[config.mk]
export PLATFORM = sky130hd
export DESIGN_NAME = serial_add_ctrl
export DESIGN_NICKNAME = d
export VERILOG_FILES = /design/src/rtl/serial_add_ctrl.sv
export SDC_FILE = /design/constraint.sdc
export NUM_CORES = 1
export LEC_CHECK = 0
export BUFFER_PORTS_ARGS = -buffer_cell sky130_fd_sc_hd__buf_2
export CAP_MARGIN = 20
export CORE_ASPECT_RATIO = 1.75
export CORE_UTILIZATION = 53
export DETAILED_ROUTE_END_ITERATION = 10
export PLACE_DENSITY = 0.85
export SYNTH_ARGS = -nofsm -noshare
export SYNTH_HDL_FRONTEND = slang
export SYNTH_SLANG_ARGS = --single-unit
[constraint.sdc]
create_clock -name clk -period 2.2 [get_ports clk]
set_input_delay 0.11 -clock clk [delete_from_list [all_inputs] [get_ports clk]]
set_output_delay 0.11 -clock clk [all_outputs]
set_load 0.05 [all_outputs]
[src/rtl/serial_add_ctrl.sv]
// Bit-serial adder sequencer. It drives an external 1-bit full adder LSB first,
// keeps the carry in a register between bits, and assembles the sum and final carry.
module serial_add_ctrl #(
    parameter int WIDTH = 8
) (
    input  logic             clk,
    input  logic             RST,
    input  logic             start,
    input  logic             abort,
    input  logic             cin,
    input  logic [WIDTH-1:0] a_in,
    input  logic [WIDTH-1:0] b_in,
    input  logic             fa_s,
    input  logic             fa_cout,
    output logic             fa_a,
    output logic             fa_b,
    output logic             fa_cin,
    output logic             busy,
    output logic             done,
    output logic [WIDTH-1:0] sum_out,
    output logic             cout_out
);

    localparam int CW = (WIDTH > 1) ? $clog2(WIDTH) : 1;
    localparam logic [CW-1:0] LAST_BIT = CW'(WIDTH - 1);

    typedef enum logic [1:0] {
        IDLE = 2'b00,
        RUN  = 2'b01,
        DONE = 2'b10
    } state_t;

    state_t           r_state;
    state_t           w_state_next;
    logic [WIDTH-1:0] r_a_sh;
    logic [WIDTH-1:0] r_b_sh;
    logic [WIDTH-1:0] r_sum_sh;
    logic [WIDTH-1:0] r_sum_out;
    logic [WIDTH-1:0] w_sum_next;
    logic             r_carry;
    logic             r_cout;
    logic [CW-1:0]    r_cnt;
    logic             w_accept;
    logic             w_last;
    logic             w_run;

    assign w_run    = (r_state == RUN);
    assign w_accept = (r_state == IDLE) && start && !abort;
    assign w_last   = (r_cnt == LAST_BIT);

    // A 1-bit sum has no older bits to shift along, so it is just this cycle's fa_s.
    generate
        if (WIDTH == 1) begin : g_sum_w1
            assign w_sum_next = fa_s;
        end else begin : g_sum_wn
            assign w_sum_next = {fa_s, r_sum_sh[WIDTH-1:1]};
        end
    endgenerate

    // State register.
    always_ff @(posedge clk or posedge RST) begin
        if (RST) begin
            r_state <= IDLE;
        end else begin
            r_state <= w_state_next;
        end
    end

    // Next-state logic. The unused encoding falls back to IDLE.
    always_comb begin
        w_state_next = r_state;
        case (r_state)
            IDLE: if (w_accept) w_state_next = RUN;
            RUN: begin
                if (abort) begin
                    w_state_next = IDLE;
                end else if (w_last) begin
                    w_state_next = DONE;
                end
            end
            DONE:    w_state_next = IDLE;
            default: w_state_next = IDLE;
        endcase
    end

    // Status flags and full-adder operands, all decoded from the state.
    always_comb begin
        busy   = (r_state == RUN) || (r_state == DONE);
        done   = (r_state == DONE);
        fa_a   = w_run & r_a_sh[0];
        fa_b   = w_run & r_b_sh[0];
        fa_cin = w_run & r_carry;
    end

    // Operand latching, bit-serial shifting and result capture.
    always_ff @(posedge clk or posedge RST) begin
        if (RST) begin
            r_a_sh    <= '0;
            r_b_sh    <= '0;
            r_sum_sh  <= '0;
            r_sum_out <= '0;
            r_carry   <= 1'b0;
            r_cout    <= 1'b0;
            r_cnt     <= '0;
        end else if (w_accept) begin
            r_a_sh  <= a_in;
            r_b_sh  <= b_in;
            r_carry <= cin;
            r_cnt   <= '0;
        end else if (w_run && !abort) begin
            r_sum_sh <= w_sum_next;
            r_a_sh   <= r_a_sh >> 1;
            r_b_sh   <= r_b_sh >> 1;
            r_carry  <= fa_cout;
            r_cnt    <= r_cnt + CW'(1);
            if (w_last) begin
                r_sum_out <= w_sum_next;
                r_cout    <= fa_cout;
            end
        end
    end

    assign sum_out  = r_sum_out;
    assign cout_out = r_cout;

endmodule

# --- Word-level counts from Yosys, hierarchy flattened ---
# Cells that the tools add are included.
word_totals:
  elab_cells: 40
  reg_bits: 39
  output_inout_bits: 14
op_classes:
  n_reduce_logical: 10
  add_sub_neg: 1
  muxes: 12
  bitwise: 4
  n_eq_ne: 5
op_table:
  columns: ["operator", "count"]
  rows:
  - ["$mux 8", 4]
  - ["$mux 2", 3]
  - ["$mux 3", 2]
  - ["$pmux 2 s2", 1]
  - ["$reduce_and 2->1", 2]
  - ["$add 3x1->3 const B", 1]
  - ["$and 1x1->1", 3]
  - ["$eq 3x3->1 const B", 1]
  - ["$logic_and 1x1->1", 3]
  - ["$ne 3x3->1 const B", 1]
  - ["$reduce_and 3->1", 1]
  - ["$eq 2x1->1 const B", 1]
  - ["$eq 2x2->1 const B", 1]
  - ["$logic_not 2->1", 1]
  - ["$mux 1", 2]
  - ["$ne 2x2->1 const B", 1]
  - ["$reduce_bool 2->1", 1]
  - ["$logic_not 1->1", 1]
  - ["$logic_or 1x1->1", 1]
  - ["$not 1->1", 1]

# --- Logic depth before layout (Yosys ltp) ---
logic_depth:
  depth_word: 5
  ltp_mapped: 7

# --- Worst setup path after synthesis ---
# Ideal clock, no wire load.
synth_timing:
  kind: "register to register"
  from: "reg r_state[1]"
  to: "reg r_sum_sh[7]"
  synth_period_minus_slack_ns: 1.635
  path_slack_ns: 0.565
  stages_incl_launch_ff: 7
  arrival_ns: 1.510
  cell_sequence: "dfrtp_1 -> inv_1 -> ha_1 -> nand2b_1 -> a21oi_2 -> buf_6 -> mux2_2"
synth_between:
  elab_chain_cells: 5
  elab_cells_between_ends: 7
  cone_classes: "eq/ne (1); bitwise (1); reduce/logical (5)"
synth_lines:
  columns: ["item", "line", "text"]
  rows:
  - ["start: declaration", "33", "state_t r_state;"]
  - ["start signal: assignment", "65", "r_state <= w_state_next;"]
  - ["$logic_not 2->1", "48", "assign w_accept = (r_state == IDLE) && start && !abort;"]
  - ["$logic_and 1x1->1 (2 in a row)", "48", null]
  - ["$not 1->1 (no line)", null, null]
  - ["$reduce_and 2->1 (no line) *", null, null]
  - ["end signal: assignment", "111", "r_sum_sh <= w_sum_next;"]
  - ["end: declaration", "37", "logic [WIDTH-1:0] r_sum_sh;"]
# Every way passes the cells marked *; elsewhere a longest branch is shown, timed or not.
# A chain may end at the register's enable or synchronous reset.

# --- Worst setup path in the final report ---
layout_timing:
  from: "reg r_state[1]"
  to: "reg r_b_sh[4]"
layout_between:
  elab_chain_cells: 4
  elab_cells_between_ends: 7
  cone_classes: "eq/ne (1); mux (1); reduce/logical (5)"
layout_lines:
  columns: ["item", "line", "text"]
  rows:
  - ["$logic_not 2->1", "48", null]
  - ["$logic_and 1x1->1 (2 in a row)", "48", null]
  - ["$mux 8 or $reduce_bool 2->1 (tied branches)", null, null]
  - ["end signal: assignment", "107", "r_b_sh <= b_in;"]
  - ["end signal: assignment", "113", "r_b_sh <= r_b_sh >> 1;"]
  - ["end: declaration", "36", "logic [WIDTH-1:0] r_b_sh;"]
# Parallel ways exist; a longest one is shown, timed or not.

==> impl_metrics.env <==
export IMPL_outcome="completed"
export IMPL_synth_cell_types=24
export IMPL_die_x_um=44.5
export IMPL_synth_top_area_share_pct=56.8
export IMPL_ant_nets=0
export IMPL_vias_per_cell=5.62
export IMPL_netlist_area_um2=1670
export IMPL_wirelength_um=3170
export IMPL_crit_path_end_kind="register"
export IMPL_dpl_hpwl_um=2260
export IMPL_syn_inst=122
export IMPL_max_vdd_ir_drop_mv=1.02
export IMPL_top_layer_used="met4"
export IMPL_drt_pass1_iter_count=4
export IMPL_clock_sinks=38
export IMPL_num_rows=26
export IMPL_grt_overflow=0
export IMPL_cts_resized=0
export IMPL_grt_pass1_wl_um=5380
export IMPL_clk_pin_slew_worst_paths_ns=0.07
export IMPL_initial_core_util_pct=56.6
export IMPL_clk_path_buf_depth=2
export IMPL_wl_per_cell_um=15.5
export IMPL_setup_tns_final_ns=0
export IMPL_htreeDepth=2
export IMPL_setup_slack_ns=0.318
export IMPL_io_pin_count=37
export IMPL_seq_area_frac_synth_pct=56.8
export IMPL_finalMaxSlewViolations=0
export IMPL_max_freq_mhz=531
export IMPL_cp_arrival_ns=2.11
export IMPL_path_max_fanout=18
export IMPL_die_area_um2=3400
export IMPL_diodes=0
export IMPL_fp_dieH_um=76.3
export IMPL_maxSlewHeadroom_pct=56.4
export IMPL_p_leak_nw=1.04
export IMPL_synth_most_common_cell="dfrtp_1"
export IMPL_grt_total_usage_pct=21.6
export IMPL_first_iter_violations=27
export IMPL_core_area_um2=2960
export IMPL_finalSetupViolations=0
export IMPL_synth_ff_latch_count=38
export IMPL_cts_buffers=5
export IMPL_startpoint="r_state[1]"
export IMPL_nFillCells=216
export IMPL_worstPathRequired_ns=2.43
export IMPL_ys_flop_type="dfrtp_1"
export IMPL_root_buffer="clkbuf_8"
export IMPL_async_flop_share_pct=100
export IMPL_gp_congestion=0.802
export IMPL_route_detailed_drc=0
export IMPL_grt_antenna_before_repair=0
export IMPL_holdWs_ns=0.0455
export IMPL_max_cap_violations=0
export IMPL_synth_area_leaders="dfrtp_1 (57%), mux2_2 (11%), a221o_1 (9.0%)"
export IMPL_insertion_delay_ns=0.30
export IMPL_syn_to_final_growth_pct=20.9
export IMPL_tightestPinTransition_ns=0.654
export IMPL_fin_nets=190
export IMPL_num_vias=1152
export IMPL_cts_tree="done"
export IMPL_synthesis_nets=150
export IMPL_grt_pass1_vias=1189
export IMPL_fin_util_pct=68.3
export IMPL_met3_length_um=132
export IMPL_wl_met2_um=1680
export IMPL_rsz0062_at_grt="false"
export IMPL_powerDensity_nw_per_um2=1240
export IMPL_holdCritPathClass="input pin to register"
export IMPL_synth_top_area_cell="dfrtp_1"
export IMPL_fin_crit_ns=1.88
export IMPL_path_class="register to register"
export IMPL_ys_warn_count=0
export IMPL_ys_top_cells_by_count="dfrtp_1 (38), mux2_2 (17), a221o_1 (15), and2_1 (11), and2_0 (7)"
export IMPL_syn_avg_cell_area_um2=13.7
export IMPL_drive_gt1_share_pct=39.9
export IMPL_timing_final_crit_share_pct=85.5
export IMPL_worstSetupStartpointType="register"
export IMPL_place_ws_ns=0.359
export IMPL_r2r_start="r_state[1]"
export IMPL_hold_viol_final=0
export IMPL_m1WireLength_um=1280
export IMPL_grt_max_degree=27
export IMPL_fin_skew_ns=0.00905
export IMPL_io_buffers=36
export IMPL_hp_start="b_in[7]"
export IMPL_synth_enable_flop_cells=0
layout by cell type (no fill, tap or decap), drive strengths merged, types with 3 or more instances in the layout:
cell	n
inv	4
clkbuf	6
and2	18
a22o	4
dfrtp	38
a21oi	3
ha	5
buf	38
mux2	17
a221o	15
stage by stage:
| step | cell area (um^2) | power (W) | cells |
|---|---|---|---|
| after floorplan | 1670 | 0.00162 | 122 |
| after global placement | 1870 | 0.00172 | 196 |
| final | 2020 | 0.00251 | 205 |
| after detailed placement | 1870 | 0.00178 | 196 |
| after global routing | 2020 | 0.00262 | 205 |
| after CTS | 2020 | 0.00252 | 205 |
path summary, 6_finish.rpt:
kind	to	slack [ns]	cells after the start
min in group asynchronous	sum_out[2]	0.36	3
max in group asynchronous	r_b_sh[0]	1.14	4
worst min-delay path	r_b_sh[7]	0.05	2
worst max register to register	r_b_sh[4]	0.32	6
worst max-delay path	r_b_sh[4]	0.32	6
worst min register to register	sum_out[1]	0.50	1
layout make-up:
type,instances,area (um^2),area share (%)
flip-flops and latches,38,951,47.0
clock inverters,2,60.1,2.97
well taps,42,52.6,2.60
repair buffers,39,205,10.1
multi-input cells,74,657,32.5
inverters,4,15.0,0.742
clock buffers,6,82.6,4.08
cell families (layout without fill, tap and decap cells):
group,count (synthesis),count (layout),share of synthesized area [%]
AOI/OAI and AO/OA,25,25,13.6
adders and majority gates,5,5,3.74
buffers and inverters,10,51,3.96
DFF,38,38,56.8
muxes,17,17,11.4
and+or+nand+nor,27,27,10.5
worst max-delay path, stage by stage (launching register included):
cell and delay (ns):
dfrtp_1 0.41, inv_1 0.10, ha_1 0.28, nand2b_1 0.14, a21oi_2 0.38, buf_4 0.31
a221o_1 0.19
state kept, by name (all words and copies together), names as in the netlist:
register / count
cout_out: 1
r_state: 2
sum_out: 8
r_sum_sh: 7
r_cnt: 3
r_carry: 1
r_a_sh: 8
r_b_sh: 8
what timing repair did:
| item | CTS | global route |
|---|---|---|
| hold endpoints to repair | 12 | 0 |
| hold buffers | 1 | 0 |
| endpoints found under the setup margin | 0 | 0 |
| buffers inserted | 0 | 0 |
power by group:
part / internal, W / switching (W)
registers: 0.000941 / 0.000158
logic: 0.000319 / 0.000360
clock network: 0.000484 / 0.000250
total: 0.00174 / 0.000768
per-layer routing:
layer	GRT usage [%]	up-vias
met5	0	-
met1	24.6	575
met4	10.0	0
li1	-	524
met3	5.21	11
met2	36.5	42
(Power assumes the default switching activity.)
